## config.mk

```make
export PLATFORM = sky130hd
export DESIGN_NAME = rx_serial_7o1
export DESIGN_NICKNAME = d
export VERILOG_FILES = /design/src/rtl/rx_serial_7o1_pkg.sv /design/src/rtl/contador_m.sv /design/src/rtl/rx_serial_7o1_fsm.sv /design/src/rtl/rx_serial_7o1.sv
export SDC_FILE = /design/constraint.sdc
export NUM_CORES = 1
export LEC_CHECK = 0
export BUFFER_PORTS_ARGS = -buffer_cell sky130_fd_sc_hd__buf_4
export CORE_ASPECT_RATIO = 1.25
export CORE_MARGIN = 1
export CORE_UTILIZATION = 40
export CTS_CLUSTER_SIZE = 40
export DETAILED_ROUTE_END_ITERATION = 10
export RECOVER_POWER = 100
export SYNTH_ARGS = -nofsm -noshare
export SYNTH_HDL_FRONTEND = slang
export SYNTH_SLANG_ARGS = --single-unit
export TNS_END_PERCENT = 20
```

## constraint.sdc

```tcl
create_clock -name clock -period 5.34 [get_ports clock]
set_input_delay 0.534 -clock clock [delete_from_list [all_inputs] [get_ports clock]]
set_output_delay 0.534 -clock clock [all_outputs]
set_load 0.02 [all_outputs]
```

## src/rtl/rx_serial_7o1_pkg.sv

```systemverilog
// Shared definitions for the 7O1 serial link: FSM state codes, frame
// constants and default line timing (also used by the transmitter).
package rx_serial_7o1_pkg;

  typedef enum logic [3:0] {
    ST_IDLE     = 4'h0,
    ST_START    = 4'h1,
    ST_DADOS    = 4'h2,
    ST_PARIDADE = 4'h3,
    ST_STOP     = 4'h4,
    ST_FINAL    = 4'h5
  } state_t;

  // 7O1 frame: 7 data bits, odd parity, 1 stop bit
  localparam int DATA_BITS  = 7;
  localparam bit PARITY_ODD = 1'b1;

  localparam int DEFAULT_CLOCK_FREQ = 50_000_000;
  localparam int DEFAULT_BAUD       = 115200;

  // Bit-time counter width (holds up to 511 clocks per bit)
  localparam int CNT_W = 9;

  // High when data+parity do not carry the expected parity
  function automatic logic parity_error(input logic [DATA_BITS-1:0] data,
                                        input logic                 par);
    return (^{data, par}) != PARITY_ODD;
  endfunction

endpackage

```

## src/rtl/contador_m.sv

```systemverilog
// Modulo-M up counter with synchronous clear and count enable.
module contador_m #(
  parameter int M = 434,
  parameter int N = 9
) (
  input  logic         clock,
  input  logic         reset,
  input  logic         zera,
  input  logic         conta,
  output logic [N-1:0] Q
);

  // Count while enabled, wrap at M-1, synchronous clear has priority
  always_ff @(posedge clock or negedge reset) begin
    if (!reset) begin
      Q <= '0;
    end else if (zera) begin
      Q <= '0;
    end else if (conta) begin
      if (Q == N'(M - 1)) Q <= '0;
      else                Q <= Q + 1'b1;
    end
  end

endmodule

```

## src/rtl/rx_serial_7o1_fsm.sv

```systemverilog
// Receive FSM and datapath for 7O1 frames: mid-bit sampling, shift
// register, parity/stop checks and the consumer handshake.
module rx_serial_7o1_fsm
  import rx_serial_7o1_pkg::*;
#(
  parameter int BIT_CYCLES  = 434,
  parameter int HALF_CYCLES = 217
) (
  input  logic                 i_clock,
  input  logic                 i_reset,
  input  logic                 i_rx,
  input  logic                 i_recebe,
  output logic [DATA_BITS-1:0] o_dados_ascii,
  output logic                 o_pronto,
  output logic                 o_tem_dado,
  output logic                 o_erro_paridade,
  output logic                 o_erro_stop,
  output logic                 o_erro_sobrescrita,
  output logic [3:0]           o_db_estado,
  output logic                 o_db_tick
);

  state_t               r_state;
  logic [2:0]           r_bit_idx;
  logic [DATA_BITS-1:0] r_shift;
  logic                 r_par;
  logic                 r_stop;
  logic [CNT_W-1:0]     w_cnt;
  logic                 w_tick;
  logic                 w_zera;
  logic                 w_conta;

  contador_m #(.M(BIT_CYCLES), .N(CNT_W)) u_cnt (
    .clock (i_clock),
    .reset (i_reset),
    .zera  (w_zera),
    .conta (w_conta),
    .Q     (w_cnt)
  );

  // Sample strobe: half a bit into START, a full bit in the other states
  always_comb begin
    w_tick = 1'b0;
    case (r_state)
      ST_START:                       w_tick = (w_cnt == CNT_W'(HALF_CYCLES - 1));
      ST_DADOS, ST_PARIDADE, ST_STOP: w_tick = (w_cnt == CNT_W'(BIT_CYCLES - 1));
      default:                        w_tick = 1'b0;
    endcase
  end

  // Counter held at zero in IDLE so START begins from a clean count
  assign w_zera  = (r_state == ST_IDLE) || w_tick;
  assign w_conta = (r_state == ST_START) || (r_state == ST_DADOS) ||
                   (r_state == ST_PARIDADE) || (r_state == ST_STOP);

  assign o_db_estado = r_state;
  assign o_db_tick   = w_tick;

  // Data bits shift in LSB first; holds its value outside DADOS
  always_ff @(posedge i_clock) begin
    if (r_state == ST_DADOS && w_tick) r_shift <= {i_rx, r_shift[DATA_BITS-1:1]};
  end

  // Frame sequencing, output registers and handshake flags
  always_ff @(posedge i_clock or negedge i_reset) begin
    if (!i_reset) begin
      r_state            <= ST_IDLE;
      r_bit_idx          <= '0;
      r_par              <= 1'b0;
      r_stop             <= 1'b0;
      o_dados_ascii      <= '0;
      o_pronto           <= 1'b0;
      o_tem_dado         <= 1'b0;
      o_erro_paridade    <= 1'b0;
      o_erro_stop        <= 1'b0;
      o_erro_sobrescrita <= 1'b0;
    end else begin
      o_pronto <= 1'b0;
      if (i_recebe && o_tem_dado) begin
        o_tem_dado         <= 1'b0;
        o_erro_sobrescrita <= 1'b0;
      end
      case (r_state)
        ST_IDLE: if (!i_rx) r_state <= ST_START;
        ST_START: begin
          if (w_tick) begin
            if (i_rx) begin
              r_state <= ST_IDLE;
            end else begin
              r_state   <= ST_DADOS;
              r_bit_idx <= '0;
            end
          end
        end
        ST_DADOS: begin
          if (w_tick) begin
            r_bit_idx <= r_bit_idx + 1'b1;
            if (r_bit_idx == 3'(DATA_BITS - 1)) r_state <= ST_PARIDADE;
          end
        end
        ST_PARIDADE: begin
          if (w_tick) begin
            r_par   <= i_rx;
            r_state <= ST_STOP;
          end
        end
        ST_STOP: begin
          if (w_tick) begin
            r_stop  <= i_rx;
            r_state <= ST_FINAL;
          end
        end
        ST_FINAL: begin
          o_dados_ascii   <= r_shift;
          o_erro_paridade <= parity_error(r_shift, r_par);
          o_erro_stop     <= ~r_stop;
          o_pronto        <= 1'b1;
          o_tem_dado      <= 1'b1;
          // Unread data overwritten; an ack in this same cycle consumes it
          if (o_tem_dado && !i_recebe) o_erro_sobrescrita <= 1'b1;
          r_state <= ST_IDLE;
        end
        default: r_state <= ST_IDLE;
      endcase
    end
  end

endmodule

```

## src/rtl/rx_serial_7o1.sv

```systemverilog
// 7O1 asynchronous serial receiver: two-flop input synchronizer in
// front of the receive FSM.
module rx_serial_7o1
  import rx_serial_7o1_pkg::*;
#(
  parameter int CLOCK_FREQ  = DEFAULT_CLOCK_FREQ,
  parameter int BAUD        = DEFAULT_BAUD,
  parameter int BIT_CYCLES  = CLOCK_FREQ / BAUD,
  parameter int HALF_CYCLES = BIT_CYCLES / 2
) (
  input  logic       clock,
  input  logic       reset,
  input  logic       dados_serial,
  input  logic       recebe,
  output logic [6:0] dados_ascii,
  output logic       pronto,
  output logic       tem_dado,
  output logic       erro_paridade,
  output logic       erro_stop,
  output logic       erro_sobrescrita,
  output logic [3:0] db_estado,
  output logic       db_tick
);

  logic r_sync1;
  logic r_sync2;

  // Two-flop synchronizer; resets to the idle-high line level
  always_ff @(posedge clock or negedge reset) begin
    if (!reset) begin
      r_sync1 <= 1'b1;
      r_sync2 <= 1'b1;
    end else begin
      r_sync1 <= dados_serial;
      r_sync2 <= r_sync1;
    end
  end

  rx_serial_7o1_fsm #(
    .BIT_CYCLES  (BIT_CYCLES),
    .HALF_CYCLES (HALF_CYCLES)
  ) u_fsm (
    .i_clock            (clock),
    .i_reset            (reset),
    .i_rx               (r_sync2),
    .i_recebe           (recebe),
    .o_dados_ascii      (dados_ascii),
    .o_pronto           (pronto),
    .o_tem_dado         (tem_dado),
    .o_erro_paridade    (erro_paridade),
    .o_erro_stop        (erro_stop),
    .o_erro_sobrescrita (erro_sobrescrita),
    .o_db_estado        (db_estado),
    .o_db_tick          (db_tick)
  );

endmodule

```

# Word-level counts from Yosys, hierarchy flattened

Cells that the tools add are included.

Reduce and logical (&&, ||, !) cells: 18
Multiplexer cells: 22
Equal/unequal tests: 15
Bitwise operators: 2
$add $sub $neg: 2

Operators by type and width:

| kind                | number |
|---|---|
| $mux 9              | 3 |
| $mux 4              | 6 |
| $pmux 4 s5          | 1 |
| $add 9x1->9 const B | 1 |
| $eq 9x8->1 const B  | 1 |
| $eq 9x9->1 const B  | 1 |
| $mux 3              | 3 |
| $eq 4x2->1 const B  | 2 |
| $eq 4x3->1 const B  | 2 |
| $ne 2x1->1 const B  | 4 |
| $reduce_xor 8->1    | 1 |
| $mux 1              | 6 |
| $ne 2x2->1 const B  | 3 |
| $pmux 3 s2          | 1 |
| $reduce_and 6->1    | 1 |
| $reduce_bool 2->1   | 3 |
| $eq 4x1->1 const B  | 1 |
| $logic_not 4->1     | 1 |
| $logic_or 1x1->1    | 4 |
| $reduce_and 2->1    | 2 |
| $reduce_and 4->1    | 1 |
| $add 3x1->3 const B | 1 |
| $eq 3x3->1 const B  | 1 |
| $logic_and 1x1->1   | 3 |
| 5 further kinds     | 6 |

Output and inout port bits: 17
Word-level logic and storage cells: 73
Register bits after elaboration: 39
Bits of input ports: 4

# Longest topological paths before layout

Word-level depth: 6
Gate-level depth with buffers: 7
Mapped depth without buffers: 6

# Cells and area by module

A second synthesis with hierarchy kept.

Cell total of the unflattened synthesis: 152
Area, all modules: 1,800.5 sq um

By module, submodules not included:

| module            | instances | area each (sq um) | cells each | seq. area each (sq um) |
|---|---|---|---|---|
| rx_serial_7o1_fsm | 1         | 1,236.2           | 100        | 710.7 |
| contador_m        | 1         | 511.7             | 50         | 225.2 |
| rx_serial_7o1     | 1         | 52.6              | 2          | 52.6 |

# Least setup slack after synthesis

No wires, ideal clock.

Path kind: register to output
Start: register u_fsm.r_state[2], in the netlist u_fsm.o_db_estado[2]
End: output db_tick
Data arrival time: 1,599 ps
Path buffers: 0
Stages on the path, launching flop included: 6
Required time: 4,806 ps
Setup slack: 3,207 ps
Cells stage by stage: dfrtp_1 nand4bb_1 nor3b_2 o2bb2a_4 a2bb2oi_1 nor2_1

Word-level cells in the longest chain between the ends: 3
Elaborated cells between the ends (all ways): 6
Those cells by class: eq/ne (4); mux (1); reduce/logical (1)

Ends and longest elaborated chain:

| what                                            | RTL line                | source |
|---|---|---|
| start, declared                                 | rx_serial_7o1_fsm.sv:23 | `state_t r_state;` |
| start signal, assigned                          | rx_serial_7o1_fsm.sv:67 | `r_state <= ST_IDLE;` |
| start signal, assigned                          | rx_serial_7o1_fsm.sv:84 | `ST_IDLE: if (!i_rx) r_state <= ST_START;` |
| start signal, assigned                          | rx_serial_7o1_fsm.sv:88 | `r_state <= ST_IDLE;` |
| $eq 4x2->1 / $eq 4x3->1 (equally long branches) | rx_serial_7o1_fsm.sv:44 | `case (r_state)` |
| $reduce_or 3->1                                 | rx_serial_7o1_fsm.sv:44 |  |
| $pmux 1 s2 *                                    | rx_serial_7o1_fsm.sv:44 |  |
| end, declared                                   | rx_serial_7o1.sv:22     | `output logic db_tick` |

Mark *: on every way between the ends. The rest lies on a longest branch, timed or not.

# Final worst setup path

Ends and elaborated chain as after synthesis.

==> flow_metrics.py <==
metrics = {
    "clock_tree": {
        "htreeDepth": 2,
        "cts-buffers-inserted": 5,
        "worstSkewPairLatency_ns": 0.29,
        "cts-root-buf": "clkbuf_8",
        "cts_tree": "built",
        "clock_sinks": 38,
        "cts_hold_buf": 0,
        "postCtsSetupBuffers": 0,
        "clk_path_buf_depth": 2,
        "post_cts_resized": 0,
        "clkTransAtPathRegs_ns": 0.08,
    },
    "floorplan": {
        "start_util": 0.422,
        "coreArea_um2": 4490,
        "io_pins": 21,
        "die_h_um": 79.0,
        "fp-row-count": 27,
        "die_w_um": 63.6,
        "die_area_um2": 5030,
    },
    "run": {
        "maxCapViolCount": 1,
    },
    "grt": {
        "grt_max_degree": 32,
        "antenna_found_initial": 0,
        "grt_overflow": 0,
        "grt_first_pass_wirelength_um": 6280,
        "grt_pass1_vias": 1401,
        "track_usage": 0.161,
    },
    "synth": {
        "synth-seq-cells": 38,
        "synth_area_um2": 1900,
        "ys_warn_count": 0,
        "synthCells": 169,
        "synthArstFlopShare": 0.816,
        "synth_edf_count": 7,
        "syn_nets": 178,
        "ys.flop_type": "dfrtp_1",
        "avgSynthCellArea_um2": 11.2,
        "ys_seq_area_frac": 0.521,
        "ys_types": 50,
    },
    "route": {
        "totalWireLength_um": 3670,
        "viasPerCell": 5.36,
        "wl_per_cell_um": 14.9,
        "drt_iter0_markers": 47,
        "antenna_left": 0,
        "drc": 0,
        "first_pass_iters": 5,
        "vias": 1319,
    },
    "worst_setup_path": {
        "critPathMaxFanout": 17,
        "endpoint_kind": "primary output",
        "regToRegSetupSlack_ns": 2.95,
        "worstReg2RegEnd": "u_fsm.r_stop",
        "critPathMaxStageDelay_ns": 0.57,
        "worstSetupStartpointType": "register",
        "crit_family": "simple AND/OR/NAND/NOR gates",
        "r2r-start": "u_fsm.o_db_estado[2]",
        "crit_arrival_ns": 2.39,
        "crit_buf_inv": 1,
        "crit_required_ns": 4.81,
        "path_cells": "nand4bb_1 > nor3b_1 > o2bb2a_4 > a2bb2oi_1 > nor2_1 > clkbuf_1",
        "worst-setup-path-type": "reg -> out",
        "r2r_cells": 5,
        "crit_slowest_cell": "nor3b_1",
    },
    "timing": {
        "fin_crit_ns": 2.92,
        "max_slew_margin": -0.104,
        "setup_viol": 0,
        "final-hold-violation-count": 0,
        "rsz0062_at_grt": "no",
        "clock_skew_ns": 0.00755,
        "finalSetupTns_ns": 0,
        "finalHoldWorstSlack_ns": 0.350,
        "finalMaxSlewViolations": 32,
        "fin_crit_sh": 0.548,
        "setup_ws_ns": 2.42,
        "worstMarginPinSlew_ns": 1.66,
        "fmax_ghz": 0.342,
    },
    "cells_and_area": {
        "nets": 196,
        "fin_cells": 246,
        "num_antenna_cells": 0,
        "drive_gt1_frac": 0.133,
        "fillers": 437,
        "syn_to_final_growth_pct": 11.7,
    },
    "pwr": {
        "p_switching_mw": 0.111,
        "cellInternalPower_mw": 0.497,
        "p_seq_frac": 0.488,
        "power_density_nw_per_um2": 287,
        "cellLeakagePower_nw": 0.902,
        "p_sw_frac": 0.183,
        "p_clk_frac": 0.497,
        "finalPower_mw": 0.608,
        "ir_worst_vdd_mv": 0.132,
        "power_frac_comb": 0.015,
    },
    "min_path": {
        "min_to": "r_sync1",
        "hp-start": "dados_serial",
        "min_path_cells": 1,
        "min_path_type": "in -> reg",
    },
    "place": {
        "dpl.hpwl_um": 2580,
        "dp_slack_ns": 3.03,
        "numPortBuffers": 19,
        "gp_congestion": 0.872,
        "place_inst": 238,
    },
    "outcome": {
        "status": "complete, but fails checks",
        "violations": "capacitance limit, slew limit",
    },
}
## logic make-up (layout without fill, tap and decap cells)
kind of cell,count (synthesis),after routing,share of synthesized area
xor+xnor,14,14,0.0646
fa+ha+maj,5,5,0.0330
simple gates,52,52,0.155
mux,12,12,0.0692
buf+inv,19,38,0.0508
flops,38,38,0.521
other cells,1,1,0.00198
compound gates,28,28,0.105
## how the worst max path moves through the flow
stage,depth (start not counted),slack (ns),startpoint,endpoint
after detailed placement,6,3.03,u_fsm.o_db_estado[2],db_tick
after global placement,6,3.10,u_fsm.o_db_estado[2],db_tick
after floorplan,5,3.21,u_fsm.o_db_estado[2],db_tick
final,6,2.42,u_fsm.o_db_estado[2],db_tick
after global routing,6,2.29,u_fsm.o_db_estado[2],db_tick
after CTS,6,2.66,u_fsm.o_db_estado[2],db_tick
## layout by cell type (no fill, tap or decap), types with 2 or more instances in the layout
master,count
dfrtp_1,29
clkbuf_1,17
nor2_1,15
inv_1,11
nand2_1,10
mux2_2,9
xnor2_1,9
nand3_1,7
a21oi_1,7
o21ai_0,7
edfxtp_1,7
clkbuf_8,6
xor2_1,5
ha_1,5
nor3_1,4
mux2i_1,3
o31ai_1,2
nand4_1,2
o22ai_1,2
and4_1,2
bufinv_16,2
## synthesized netlist by cell type, types with 5 or more instances
master / instances / area share
a21oi_1: 7 / 0.018
edfxtp_1: 7 / 0.11
o21ai_0: 7 / 0.018
inv_1: 11 / 0.022
xor2_1: 5 / 0.023
dfrtp_1: 29 / 0.38
nor2_1: 15 / 0.030
xnor2_1: 9 / 0.042
nand2_1: 10 / 0.020
mux2_2: 9 / 0.053
nand3_1: 7 / 0.018
ha_1: 5 / 0.033
## final cells by class
type	instances	area, µm²	share of cell area
sequential	38	988	0.466
multi-input combinational	112	797	0.376
clock buffer	6	82.6	0.0389
timing repair buffer	19	78.8	0.0372
tap	58	72.6	0.0342
clock inverter	2	60.1	0.0283
inverter	11	41.3	0.0195
## state kept, by name, indices dropped and copies added (netlist names), 3 cells and up, named ones only
signal / cells
u_fsm.o_dados_ascii: 7
u_fsm.r_shift: 7
u_fsm.o_db_estado: 3
u_fsm.r_bit_idx: 3
u_fsm.u_cnt.Q: 9
## metal layers
metal | GRT usage | up-vias | share of wire
met1 | 0.178 | 643 | 0.44
met3 | 0.0402 | 10 | 0.045
met2 | 0.290 | 45 | 0.50
met5 | 0 | - | 0
li1 | - | 621 | -
met4 | 0.0682 | 0 | 0.017
## power by group through the flow
stage | clock network [mW] | registers [mW] | logic [mW]
after floorplan | 0 | 0.303 | 0.00222
after global placement | 0 | 0.303 | 0.0100
after detailed placement | 0 | 0.303 | 0.0103
after CTS | 0.311 | 0.297 | 0.0103
after global routing | 0.316 | 0.297 | 0.0106
final | 0.302 | 0.297 | 0.00882
## metrics by stage
step | area (µm²) | utilization
6_report | 2120 | 0.472
5_1_grt | 2120 | 0.472
4_1_cts | 2200 | 0.490
3_5_place_dp | 2060 | 0.458
3_3_place_gp | 2060 | 0.458
2_1_floorplan | 1900 | -
Note: power is estimated with default switching activity, not from simulation.
